### src/rtl/jesd204b_rx_lane_ctrl.sv
`default_nettype none
// ============================================================================
// Module      : jesd204b_rx_lane_ctrl
// Description : Per-lane JESD204B receive link controller. Walks the lane
//               through code group sync, initial lane alignment and user
//               data, drives SYNC~, gates the descrambler and forwards data
//               once the link is up.
// Revision    : 1.0 - initial release
// ============================================================================
module jesd204b_rx_lane_ctrl #(
    parameter int DATA_WIDTH = 32,
    parameter int MF_CYCLES  = 8,
    parameter int CGS_COUNT  = 4,
    parameter int ILAS_MF    = 4,
    parameter int ERR_THRESH = 3
) (
    input  logic                    clk,
    input  logic                    reset,
    input  logic [DATA_WIDTH-1:0]   in_data,
    input  logic [DATA_WIDTH/8-1:0] in_charisk,
    input  logic                    in_valid,
    input  logic                    scr_en,
    output logic                    sync_n,
    output logic                    descr_rst,
    output logic                    descr_en,
    output logic [DATA_WIDTH-1:0]   out_data,
    output logic                    out_valid,
    output logic                    link_up,
    output logic [1:0]              state,
    output logic                    ilas_err
);

    localparam int c_NO    = DATA_WIDTH / 8;
    localparam int c_CGS_W = $clog2(CGS_COUNT) + 1;
    localparam int c_MF_W  = $clog2(MF_CYCLES) + 1;
    localparam int c_IDX_W = $clog2(ILAS_MF) + 1;
    localparam int c_ERR_W = $clog2(ERR_THRESH) + 1;

    localparam logic [c_CGS_W-1:0] c_CGS_LAST = c_CGS_W'(CGS_COUNT - 1);
    localparam logic [c_MF_W-1:0]  c_MF_LAST  = c_MF_W'(MF_CYCLES - 1);
    localparam logic [c_MF_W-1:0]  c_MF_ONE   = c_MF_W'(1);
    localparam logic [c_IDX_W-1:0] c_IDX_LAST = c_IDX_W'(ILAS_MF - 1);
    localparam logic [c_ERR_W-1:0] c_ERR_LAST = c_ERR_W'(ERR_THRESH - 1);

    localparam logic [1:0] c_ST_CGS       = 2'd0;
    localparam logic [1:0] c_ST_ILAS_WAIT = 2'd1;
    localparam logic [1:0] c_ST_ILAS      = 2'd2;
    localparam logic [1:0] c_ST_DATA      = 2'd3;

    logic [1:0]            r_state;
    logic [c_CGS_W-1:0]    r_cgs_cnt;
    logic [c_MF_W-1:0]     r_mf_cyc;
    logic [c_IDX_W-1:0]    r_mf_idx;
    logic [c_ERR_W-1:0]    r_err_cnt;
    logic                  r_sync_n;
    logic                  r_ilas_err;
    logic                  r_descr_en;
    logic [DATA_WIDTH-1:0] r_out_data;
    logic                  r_out_valid;

    logic [1:0]            w_state_nxt;
    logic [c_CGS_W-1:0]    w_cgs_nxt;
    logic [c_MF_W-1:0]     w_mf_cyc_nxt;
    logic [c_IDX_W-1:0]    w_mf_idx_nxt;
    logic [c_ERR_W-1:0]    w_err_nxt;
    logic                  w_sync_nxt;
    logic                  w_ilas_err_nxt;
    logic                  w_descr_en_nxt;
    logic                  w_fail;

    logic [c_NO-1:0]       w_is_kbc;
    logic [c_NO-1:0]       w_bad_k;
    logic                  w_kcyc;
    logic                  w_rstart;
    logic                  w_aend;
    logic                  w_errcyc;
    logic                  w_fwd;

    // Per-octet classification; octet 0 sits in the MSBs and pairs with the
    // top K-flag bit.
    generate
        for (genvar gi = 0; gi < c_NO; gi++) begin : g_octet
            logic [7:0] w_oct;
            logic       w_k;
            assign w_oct        = in_data[DATA_WIDTH-1-8*gi -: 8];
            assign w_k          = in_charisk[c_NO-1-gi];
            assign w_is_kbc[gi] = w_k && (w_oct == 8'hBC);
            assign w_bad_k[gi]  = w_k && (w_oct != 8'h7C) && (w_oct != 8'hFC);
        end
    endgenerate

    assign w_kcyc   = &w_is_kbc;
    assign w_errcyc = |w_bad_k;
    assign w_rstart = (in_data[DATA_WIDTH-1 -: 8] == 8'h1C) && in_charisk[c_NO-1];
    assign w_aend   = (in_data[7:0] == 8'h7C) && in_charisk[0];

    // Next-state and counter logic; only qualified cycles move anything.
    always_comb begin
        w_state_nxt    = r_state;
        w_cgs_nxt      = r_cgs_cnt;
        w_mf_cyc_nxt   = r_mf_cyc;
        w_mf_idx_nxt   = r_mf_idx;
        w_err_nxt      = r_err_cnt;
        w_sync_nxt     = r_sync_n;
        w_ilas_err_nxt = 1'b0;
        w_descr_en_nxt = r_descr_en;
        w_fail         = 1'b0;
        if (in_valid) begin
            case (r_state)
                c_ST_CGS: begin
                    if (w_kcyc) begin
                        if (r_cgs_cnt == c_CGS_LAST) begin
                            w_state_nxt = c_ST_ILAS_WAIT;
                            w_sync_nxt  = 1'b1;
                            w_cgs_nxt   = '0;
                        end else begin
                            w_cgs_nxt = r_cgs_cnt + 1'b1;
                        end
                    end else begin
                        w_cgs_nxt = '0;
                    end
                end
                c_ST_ILAS_WAIT: begin
                    if (w_rstart) begin
                        // This cycle is already cycle 0 of multiframe 0.
                        w_state_nxt  = c_ST_ILAS;
                        w_mf_cyc_nxt = c_MF_ONE;
                        w_mf_idx_nxt = '0;
                    end else if (!w_kcyc) begin
                        w_fail         = 1'b1;
                        w_ilas_err_nxt = 1'b1;
                    end
                end
                c_ST_ILAS: begin
                    if (((r_mf_cyc == '0) && !w_rstart) ||
                        ((r_mf_cyc == c_MF_LAST) && !w_aend)) begin
                        w_fail         = 1'b1;
                        w_ilas_err_nxt = 1'b1;
                    end else if (r_mf_cyc == c_MF_LAST) begin
                        w_mf_cyc_nxt = '0;
                        if (r_mf_idx == c_IDX_LAST) begin
                            w_state_nxt    = c_ST_DATA;
                            w_mf_idx_nxt   = '0;
                            w_err_nxt      = '0;
                            w_descr_en_nxt = scr_en;
                        end else begin
                            w_mf_idx_nxt = r_mf_idx + 1'b1;
                        end
                    end else begin
                        w_mf_cyc_nxt = r_mf_cyc + 1'b1;
                    end
                end
                default: begin
                    if (w_errcyc) begin
                        if (r_err_cnt == c_ERR_LAST) begin
                            w_fail = 1'b1;
                        end else begin
                            w_err_nxt = r_err_cnt + 1'b1;
                        end
                    end else begin
                        w_err_nxt = '0;
                    end
                end
            endcase
            if (w_fail) begin
                w_state_nxt    = c_ST_CGS;
                w_sync_nxt     = 1'b0;
                w_cgs_nxt      = '0;
                w_mf_cyc_nxt   = '0;
                w_mf_idx_nxt   = '0;
                w_err_nxt      = '0;
                w_descr_en_nxt = 1'b0;
            end
        end
    end

    // State, counter and control-output registers.
    always_ff @(posedge clk or negedge reset) begin
        if (!reset) begin
            r_state    <= c_ST_CGS;
            r_cgs_cnt  <= '0;
            r_mf_cyc   <= '0;
            r_mf_idx   <= '0;
            r_err_cnt  <= '0;
            r_sync_n   <= 1'b0;
            r_ilas_err <= 1'b0;
            r_descr_en <= 1'b0;
        end else begin
            r_state    <= w_state_nxt;
            r_cgs_cnt  <= w_cgs_nxt;
            r_mf_cyc   <= w_mf_cyc_nxt;
            r_mf_idx   <= w_mf_idx_nxt;
            r_err_cnt  <= w_err_nxt;
            r_sync_n   <= w_sync_nxt;
            r_ilas_err <= w_ilas_err_nxt;
            r_descr_en <= w_descr_en_nxt;
        end
    end

    // Forward only while DATA is both current and next, so the word that
    // trips resync is dropped and the entry edge forwards nothing.
    assign w_fwd = (r_state == c_ST_DATA) && (w_state_nxt == c_ST_DATA);

    // One-cycle data pipeline to the descrambler.
    always_ff @(posedge clk or negedge reset) begin
        if (!reset) begin
            r_out_data  <= '0;
            r_out_valid <= 1'b0;
        end else begin
            r_out_valid <= w_fwd && in_valid;
            if (w_fwd && in_valid) begin
                r_out_data <= in_data;
            end
        end
    end

    assign state     = r_state;
    assign sync_n    = r_sync_n;
    assign ilas_err  = r_ilas_err;
    assign link_up   = (r_state == c_ST_DATA);
    assign descr_rst = (r_state != c_ST_DATA);
    assign descr_en  = r_descr_en;
    assign out_data  = r_out_data;
    assign out_valid = r_out_valid;

endmodule
`default_nettype wire

### config.mk
export PLATFORM = sky130hd
export DESIGN_NAME = jesd204b_rx_lane_ctrl
export DESIGN_NICKNAME = d
export VERILOG_FILES = /design/src/rtl/jesd204b_rx_lane_ctrl.sv
export SDC_FILE = /design/constraint.sdc
export NUM_CORES = 1
export LEC_CHECK = 0
export CAP_MARGIN = 5
export CORE_ASPECT_RATIO = 1.75
export CORE_MARGIN = 2
export CORE_UTILIZATION = 29
export DETAILED_ROUTE_END_ITERATION = 16
export GPL_TIMING_DRIVEN = 0
export SLEW_MARGIN = 20
export SYNTH_ARGS = -nofsm -noshare
export SYNTH_HDL_FRONTEND = slang
export SYNTH_SLANG_ARGS = --single-unit
export TNS_END_PERCENT = 10
### constraint.sdc
create_clock -name clk -period 8.2 [get_ports clk]
set_clock_uncertainty 0.05 [all_clocks]
set_input_delay 1.64 -clock clk [delete_from_list [all_inputs] [get_ports clk]]
set_output_delay 1.64 -clock clk [all_outputs]
set_load 0.01 [all_outputs]
==> summary.md, run 1 <==
| Metric | Value |
|---|---|
| Most common cell in the netlist | `dfrtp_1` |
| # fillers | `around 860` |
| Area growth from synthesis to layout | `39.8%` |
| Via count | `2149` |
| Setup WS pre-CTS | `3.13 ns` |
| Die W | `77.8 µm` |
| Period minus WS final | `~4.7 ns` |
| Final Hold Fails | `0` |
| Gpl congestion | `about 0.85` |
| Total Die Area | `10400 µm²` |
| Crit path capture type | `flop` |
| CTS buffer count | `5` |
| DRT Pass-1 Iters | `4` |
| Area of the multi-input gates | `1380 µm²` |
| WL final | `7190 µm` |
| Die Y | `133 µm` |
| Kind of critical path | `in -> reg` |
| Register area share after synthesis | `between 40% and 50%` |
| Fraction of registers with async set/reset | `100%` |
| Post-route setup TNS | `0 ns` |
| Largest net degree at the start of global routing | `between 50 and 60` |
| DPL Wire Length | `5630 µm` |
| Max-slew violations | `0` |
| Total of max-cap violations | `0` |
| Final core utilization | `41.3%` |
| # hold bufs at CTS | `0` |
| Post-synth top cells | `51 x dfrtp_1, 29 x mux2_4, 11 x ha_1, 11 x inv_1, 11 x nand2_1` |
| CTS tree | `done` |
| Total congestion overflow | `0` |
| Worst R2R End | `out_data[5]$_DFFE_PN0P_` |
| Layout cells sized above 1 | `15.9%` |
| Final Setup Violations | `0` |
| Clk_lat worst skew | `0.29 ns` |
| Status | `finished clean` |
| Worst-margin pin slew | `just under 0.7 ns` |
| Post-route non-filler standard cell count | `~440` |
| Crit path to | `out_data[5]$_DFFE_PN0P_` |
| Unrepaired setup endpoints after global routing | `false` |
| Inserted Diodes | `0` |
| Routed len/inst | `around 16 µm` |
| # H-tree levels | `2` |
| Dpl cells | `about 430` |
| Via density | `4.93` |
| Worst-path clk slew | `0.07 ns` |
| CP arrival | `roughly 4.9 ns` |
| Slew HR | `between 50% and 60%` |
| Initial antenna violation count | `0` |
| Syn_area_per_cell | `12.1 µm²` |
| Nets | `364` |
| Reg2reg setup slack | `5.05 ns` |
| # DRC | `0` |
| Total GRT Usage | `14.4%` |
| Required time worst endpoint | `8.32 ns` |
| Core ar. | `9350 µm²` |
| Post-synth top area cell | `dfrtp_1` |
| Worst vdd ir | `roughly 98 µV` |
| Static leakage | `1.81 nW` |
| Pwr Density | `186 nW/µm²` |
| Syn Inst Count | `between 200 and 250` |
| CP Launch Point | `in_data[2]` |
| Root Driver | `clkbuf_16` |
| Yosys warns | `0` |
| First-pass GRT wire length | `11700 µm` |
| Launch point of the worst reg-to-reg path | `r_mf_cyc[0]$_DFFE_PN0P_` |
| CTS-repair resized insts | `0` |
| Reg2Reg Depth | `10` |
| Hold Path Class | `reg -> reg` |
| Number of synthesized flops with an enable pin | `0` |
| Post-Synthesis Cell Area | `2770 µm²` |
| Achievable Freq | `212 MHz` |
| CTS max path bufs | `2` |
| Initial DRC count | `60` |
| FP Rows | `47` |
| Post-CTS Setup Repair Bufs | `0` |
| # clock sinks | `51` |
| DRT antenna net count | `0` |
| Syn nets | `279` |
| Port Buf Inserts | `78` |
| Synth top area cells | `dfrtp_1 46%, mux2_4 16%, ha_1 5.0%` |
| Seq cells post-synth | `51` |
| Vias in the first global route | `2312` |
| Crit share post-route | `57.7%` |
| Starting Density | `between 20% and 30%` |
| CP Launch Type | `input pin` |
| Netlist cell types | `55` |
| CP max FO | `10` |
| Io pins | `80` |
| Ys flop type | `dfrtp_1` |
| Synth top area share | `46.2%` |
| Final setup margin | `between 3 and 4 ns` |
| FF+latch area | `between 1000 and 1500 µm²` |
[where the power goes]
group          internal, mW  total (mW)  switching (mW)
Clock                 0.144       0.237          0.0934
Combinational        0.0870       0.190           0.103
Sequential            0.271       0.291          0.0208
Total                 0.502       0.719           0.217
[how the worst min path moves through the flow]
stage	start	end	slack, ns	depth (start not counted)
3_5_place_dp	r_mf_idx[2]$_DFFE_PN0P_	r_mf_idx[2]$_DFFE_PN0P_	0.42	1
6_report	r_mf_idx[2]$_DFFE_PN0P_	r_mf_idx[2]$_DFFE_PN0P_	0.43	1
2_1_floorplan	r_mf_idx[2]$_DFFE_PN0P_	r_mf_idx[2]$_DFFE_PN0P_	0.40	1
5_1_grt	r_mf_idx[2]$_DFFE_PN0P_	r_mf_idx[2]$_DFFE_PN0P_	0.45	1
4_1_cts	r_mf_idx[2]$_DFFE_PN0P_	r_mf_idx[2]$_DFFE_PN0P_	0.44	1
3_3_place_gp	r_mf_idx[2]$_DFFE_PN0P_	r_mf_idx[2]$_DFFE_PN0P_	0.42	1
[metal layers]
layer,routed length [µm],global-route usage (%),part of all wire [%],up-vias
li1,-,-,-,1025
met1,2700,15.1,38,1057
met2,3980,27.1,55,55
met3,345,3.12,4.8,12
met4,170,5.46,2.4,0
met5,0,0,0,-
[metrics by stage]
stage | hold slack (ns) | instance area, µm² | total power [mW]
final | 0.429 | 3860 | 0.719
after global routing | 0.451 | 3860 | 0.762
after CTS | 0.437 | 3860 | 0.728
after detailed placement | 0.421 | 3700 | 0.486
after global placement | 0.421 | 3700 | 0.481
after floorplan | 0.399 | 2770 | 0.411
[final cells by class]
| type | instances | share of cell area [%] |
|---|---|---|
| Multi-Input combinational cell | 156 | 35.8 |
| Clock inverter | 3 | 1.13 |
| Inverter | 13 | 1.26 |
| Timing Repair Buffer | 78 | 20.1 |
| Sequential cell | 51 | 33.0 |
| Buffer | 8 | 1.49 |
| Clock buffer | 5 | 3.24 |
| Tap cell | 122 | 3.95 |
[sequential cells by signal, summed over array words and instances (netlist names)]
name / count
descr_en: 1
ilas_err: 1
out_data: 32
out_valid: 1
r_cgs_cnt: 3
r_err_cnt: 3
r_mf_cyc: 4
r_mf_idx: 3
state: 2
sync_n: 1
[kinds of logic after synthesis]
kind of cell	count (synthesis)	share of synthesized area, %
multiplexers	34	17.8
AND/OR/NAND/NOR	62	14.6
flip-flops	51	46.2
adder cells (fa/ha/maj)	11	4.98
AO/OA/AOI/OAI	49	12.6
buffers and inverters	21	3.85
[critical path, stage by stage]
cell,delay (ns)
clkdlybuf4s50_1,0.47
nor4bb_1,0.49
nand4_1,0.20
or4_4,0.63
nor2_4,0.17
o221ai_2,0.12
or4_1,0.46
buf_2,0.20
buf_6,0.18
mux2_4,0.30
[layout by cell type, fill, tap and decap left out, types with 3 or more instances in the layout]
master,synthesis,layout
nor2_1,3,3
or4_1,5,5
ha_1,11,11
inv_1,11,11
a22o_1,3,3
nand2_1,11,11
mux2_4,29,29
clkdlybuf4s50_1,0,77
mux2_1,4,4
a21oi_1,5,5
nor3_1,3,3
nor3b_1,3,3
nand3_1,6,6
nand2b_1,3,3
o21ai_0,5,5
clkbuf_16,0,5
nor2b_1,3,3
a21o_1,4,4
dfrtp_1,51,51
clkbuf_1,3,3
nand4_1,3,3
buf_6,3,3
o21ai_1,7,7
and3b_1,3,3
(Power assumes the default switching activity.)
==> run 2, diff against run 1 <==
- clock period: 8.2 -> 4.1 ns (I/O delays scaled with it)
==> summary.md, run 2 (same netlist as run 1, synthesis figures left out) <==
| Metric | Value |
|---|---|
| CTS tree | `done` |
| WL final | `7220 µm` |
| Io pins | `80` |
| CP max FO | `10` |
| Total GRT Usage | `14.4%` |
| Slew HR | `54.8%` |
| WP buf/inv | `3` |
| Via count | `2161` |
| Inserted Diodes | `0` |
| Worst R2R End | `out_data[5]$_DFFE_PN0P_` |
| Required time worst endpoint | `around 4.2 ns` |
| Kind of critical path | `in -> reg` |
| Period minus WS final | `3.91 ns` |
| Final Setup Violations | `0` |
| Core ar. | `9350 µm²` |
| Port Buf Inserts | `78` |
| Final Hold Fails | `0` |
| Total Die Area | `10400 µm²` |
| Post-CTS Setup Repair Bufs | `0` |
| CP arrival | `approximately 4.0 ns` |
| Critical path cell sequence | `clkdlybuf4s50_1 -> nor4bb_1 -> nand4_1 -> or4_4 -> nor2_4 -> o221ai_2 -> or4_1 -> buf_2 -> buf_6 -> mux2_4` |
| # H-tree levels | `2` |
| Delay-heaviest family, CP | `simple AND/OR/NAND/NOR gates` |
| Largest register FFs | `32` |
| Reg2reg setup slack | `1.11 ns` |
| Vias in the first global route | `2312` |
| DRT Pass-1 Iters | `4` |
| Root Driver | `clkbuf_16` |
| Crit path capture type | `flop` |
| Reg2Reg Depth | `10` |
| Total of max-cap violations | `0` |
| Hold Path Cell Cnt | `1` |
| Slowest-stage cell, CP | `or4_4` |
| Launch point of the worst reg-to-reg path | `r_mf_cyc[0]$_DFFE_PN0P_` |
| # fillers | `862` |
| Static leakage | `1.81 nW` |
| Worst hold start | `r_mf_idx[2]$_DFFE_PN0P_` |
| DRT antenna net count | `0` |
| Pwr Density | `about 370 nW/µm²` |
| Routed len/inst | `around 17 µm` |
| Clk_lat worst skew | `0.29 ns` |
| CTS buffer count | `5` |
| Die Y | `133 µm` |
| # DRC | `0` |
| Critical path's largest stage delay | `0.63 ns` |
| Initial DRC count | `61` |
| Worst vdd ir | `195 µV` |
| Hold Path Class | `reg -> reg` |
| Status | `finished clean` |
| Max-slew violations | `0` |
| CP Launch Type | `input pin` |
| Unrepaired setup endpoints after global routing | `false` |
| Total power | `1.44 mW` |
| Starting Density | `between 20 and 30%` |
| Hold endpoint | `r_mf_idx[2]$_DFFE_PN0P_` |
| Most common cell after layout, fill and taps aside | `clkdlybuf4s50_1` |
| Layout cells sized above 1 | `16.2%` |
| # clock sinks | `51` |
| Largest net degree at the start of global routing | `52` |
| Area growth from synthesis to layout | `40.0%` |
| CTS max path bufs | `2` |
| Initial antenna violation count | `0` |
| Nets | `about 360` |
| Gpl congestion | `0.846` |
| Die W | `77.8 µm` |
| Via density | `4.96` |
| DPL Wire Length | `5630 µm` |
| Total congestion overflow | `0` |
| Crit share post-route | `95.5%` |
| Commonest cells after routing, fill and taps aside | `77 x clkdlybuf4s50_1, 51 x dfrtp_1, 29 x mux2_4` |
| Post-route setup TNS | `0 ns` |
| First-pass GRT wire length | `11700 µm` |
| Worst-path clk slew | `0.07 ns` |
| FP Rows | `47` |
| Achievable Freq | `about 260 MHz` |
| Worst-margin pin slew | `0.677 ns` |
-- run 2: worst max-delay path by stage --
stage,from,end,slack [ns],cells past startpoint
after detailed placement,in_data[2],out_data[24]$_DFFE_PN0P_,-0.15,10
final,in_data[2],out_data[5]$_DFFE_PN0P_,0.19,10
after floorplan,in_data[16],out_data[10]$_DFFE_PN0P_,0.69,9
after global routing,in_data[2],out_data[23]$_DFFE_PN0P_,0.07,10
after global placement,in_data[2],out_data[24]$_DFFE_PN0P_,-0.16,10
after CTS,in_data[2],out_data[24]$_DFFE_PN0P_,0.16,10
-- run 2: layer usage --
| layer | part of all wire (%) | track usage, % |
|---|---|---|
| met5 | 0 | 0 |
| met1 | 37 | 15.1 |
| met2 | 55 | 27.1 |
| met4 | 2.7 | 5.46 |
| met3 | 5.3 | 3.12 |
-- run 2: final cells by class --
cell class,instances,area [µm²],share of cell area [%]
Inverter,13,48.8,1.26
Timing Repair Buffer,78,778,20.1
Clock buffer,5,125,3.23
Tap cell,122,153,3.94
Multi-Input combinational cell,156,1390,35.9
Buffer,8,57.6,1.49
Clock inverter,3,43.8,1.13
Sequential cell,51,1280,33.0
-- run 2: per-stage QoR --
stage	area [µm²]	instances	setup WS, ns	utilization (%)	hold slack, ns
3_3_place_gp	3700	428	-0.157	39.6	0.421
5_1_grt	3870	436	0.0688	41.4	0.451
4_1_cts	3860	436	0.158	41.3	0.437
3_5_place_dp	3700	428	-0.149	39.5	0.421
6_report	3870	436	0.186	41.4	0.429
2_1_floorplan	2770	228	0.688	-	0.399
-- run 2: where the power goes --
part | switching (mW) | total [mW] | internal (mW) | leakage [nW]
Clock | 0.186 | 0.474 | 0.288 | 0.0838
Sequential | 0.0414 | 0.583 | 0.541 | 0.700
Combinational | 0.206 | 0.380 | 0.174 | 1.02
Total | 0.434 | 1.44 | 1.00 | 1.81
-- run 2: what timing repair did --
action	CTS	global route
hold buffers	0	0
gates resized for setup	0	1
hold endpoints to repair	0	0
setup endpoints to repair	0	15
==> run 3, diff against run 2 <==
- CTS_CLUSTER_SIZE: default -> 12
- SETUP_SLACK_MARGIN: default -> 0.2
==> summary.md, run 3 (same netlist as run 1, synthesis figures left out) <==
| Metric | Value |
|---|---|
| Hold Path Class | `reg -> reg` |
| Crit path capture type | `flop` |
| # DRC | `0` |
| Io pins | `80` |
| Clk_lat worst skew | `slightly below 0.3 ns` |
| Worst-margin pin slew | `0.639 ns` |
| # hold bufs at CTS | `0` |
| Total Die Area | `10400 µm²` |
| DPL Wire Length | `5630 µm` |
| Total power | `1.44 mW` |
| Max-slew violations | `0` |
| Core ar. | `9350 µm²` |
| DRT antenna net count | `0` |
| Sequential share of power | `40.4%` |
| Final Hold Fails | `0` |
| WL final | `7340 µm` |
| Clock Power Share | `33.0%` |
| Reg2reg setup slack | `1.13 ns` |
| Total GRT Usage | `14.4%` |
| Root Driver | `clkbuf_16` |
| Status | `finished clean` |
| Period minus WS final | `3.83 ns` |
| Vias in the first global route | `between 2k and 2.5k` |
| Via count | `2167` |
| CTS max path bufs | `2` |
| Gpl congestion | `0.846` |
| Hold endpoint | `r_mf_idx[2]$_DFFE_PN0P_` |
| Final Cell Area | `4040 µm²` |
| Inserted Diodes | `0` |
| Fin Hold WS | `0.430 ns` |
| Dpl cells | `approximately 430` |
| CTS tree | `done` |
| Largest register FFs | `32` |
| Worst-path clk slew | `roughly 0.070 ns` |
| Kind of critical path | `in -> reg` |
| CP Launch Type | `input pin` |
| Die W | `77.8 µm` |
| Psw | `0.438 mW` |
| Die Y | `133 µm` |
| Largest net degree at the start of global routing | `52` |
| Achievable Freq | `261 MHz` |
| Static leakage | `1.97 nW` |
| DRT Pass-1 Iters | `4` |
| Starting Density | `just under 30%` |
| # clock sinks | `51` |
| Worst vdd ir | `193 µV` |
| Launch point of the worst reg-to-reg path | `r_mf_cyc[0]$_DFFE_PN0P_` |
| FP Rows | `47` |
| Crit share post-route | `93.3%` |
| Worst R2R End | `out_data[20]$_DFFE_PN0P_` |
| Via density | `4.91` |
| Total of max-cap violations | `0` |
| Switch share | `30.4%` |
| Reg2Reg Depth | `10` |
| CP max FO | `7` |
| Most common cell after layout, fill and taps aside | `clkdlybuf4s50_1` |
| First-pass GRT wire length | `~12000 µm` |
| Routed len/inst | `~17 µm` |
| # H-tree levels | `2` |
| Total congestion overflow | `0` |
| Required time worst endpoint | `4.23 ns` |
| Port Buf Inserts | `78` |
| Slew HR | `56.3%` |
| Cell internal pwr | `1.00 mW` |
| Nets | `369` |
| Final core utilization | `43.2%` |
| Post-route non-filler standard cell count | `around 440` |
| Initial antenna violation count | `0` |
| Worst hold start | `r_mf_idx[2]$_DFFE_PN0P_` |
| Initial DRC count | `68` |
| Commonest cells after routing, fill and taps aside | `66 x clkdlybuf4s50_1, 51 x dfrtp_1, 29 x mux2_4` |
| Area growth from synthesis to layout | `46.2%` |
| Hold Path Cell Cnt | `1` |
| Pwr Density | `between 300 and 400 nW/µm²` |
| Final Setup Violations | `0` |
| Layout cells sized above 1 | `19.1%` |
| Placed inst area | `3700 µm²` |
| Logic pwr share | `a little over a quarter` |
| Unrepaired setup endpoints after global routing | `false` |
| CP arrival | `between 3 and 4 ns` |
| CTS buffer count | `5` |
## run 3: cell types whose count changed in the layout (fill, tap and decap cells not counted), moves of 2 or more
cell,before,now
buf_4,2,6
nand4bb_1,2,0
buf_6,3,1
clkdlybuf4s50_1,77,66
nand4bb_4,0,2
dlymetal6s2s_1,0,11
buf_12,0,3
## run 3: power by group through the flow
stage                     registers (mW)  logic (mW)  clock network (mW)
after floorplan                    0.585       0.237                   0
after global placement             0.590       0.372                   0
after detailed placement           0.591       0.382                   0
after CTS                          0.581       0.385               0.491
after global routing               0.589       0.427               0.513
final                              0.583       0.383               0.476
## run 3: stage by stage
step	setup TNS, ns	worst slack [ns]
floorplan	0	0.688
global placement	-4.39	-0.157
detailed placement	-4.20	-0.149
CTS	0	0.234
global route	0	0.203
finish	0	0.273
## run 3: critical path, stage by stage
cell and delay, ns:
clkdlybuf4s50_1 0.42, nand4bb_4 0.21, or4_4 0.43, or4_4 0.57
nor2_4 0.19, o221ai_2 0.13, or4_1 0.55, buf_6 0.18
clkbuf_16 0.16, mux2_4 0.29
## run 3: how the worst max path moves through the flow
stage / from / to / cells past startpoint
floorplan: in_data[16] / out_data[10]$_DFFE_PN0P_ / 9
global placement: in_data[2] / out_data[24]$_DFFE_PN0P_ / 10
detailed placement: in_data[2] / out_data[24]$_DFFE_PN0P_ / 10
CTS: in_data[16] / out_data[24]$_DFFE_PN0P_ / 10
global route: in_data[2] / out_data[5]$_DFFE_PN0P_ / 10
finish: in_data[16] / out_data[20]$_DFFE_PN0P_ / 10
## run 3: repair_timing
| action | CTS | global route |
|---|---|---|
| gates cloned | 0 | 1 |
| buffers inserted | 0 | 4 |
| resized for setup | 3 | 24 |
| endpoints found under the setup margin | 29 | 29 |
| pin swaps | 0 | 7 |
## run 3: per-layer routing
| layer | GRT usage (%) | up-vias | routed length (µm) |
|---|---|---|---|
| met5 | 0 | - | 0 |
| met4 | 5.46 | 0 | 165 |
| met1 | 15.1 | 1058 | 2750 |
| li1 | - | 1031 | - |
| met3 | 3.12 | 12 | 347 |
| met2 | 27.1 | 66 | 4070 |
## run 3: final cells by class
cell class | instances | area [µm²]
Inverter | 13 | 48.8
Clock buffer | 5 | 125
Sequential cell | 51 | 1280
Tap cell | 122 | 153
Multi-Input combinational cell | 156 | 1440
Buffer | 8 | 90.1
Timing Repair Buffer | 83 | 861
Fill cell | 845 | 5310
Clock inverter | 3 | 43.8
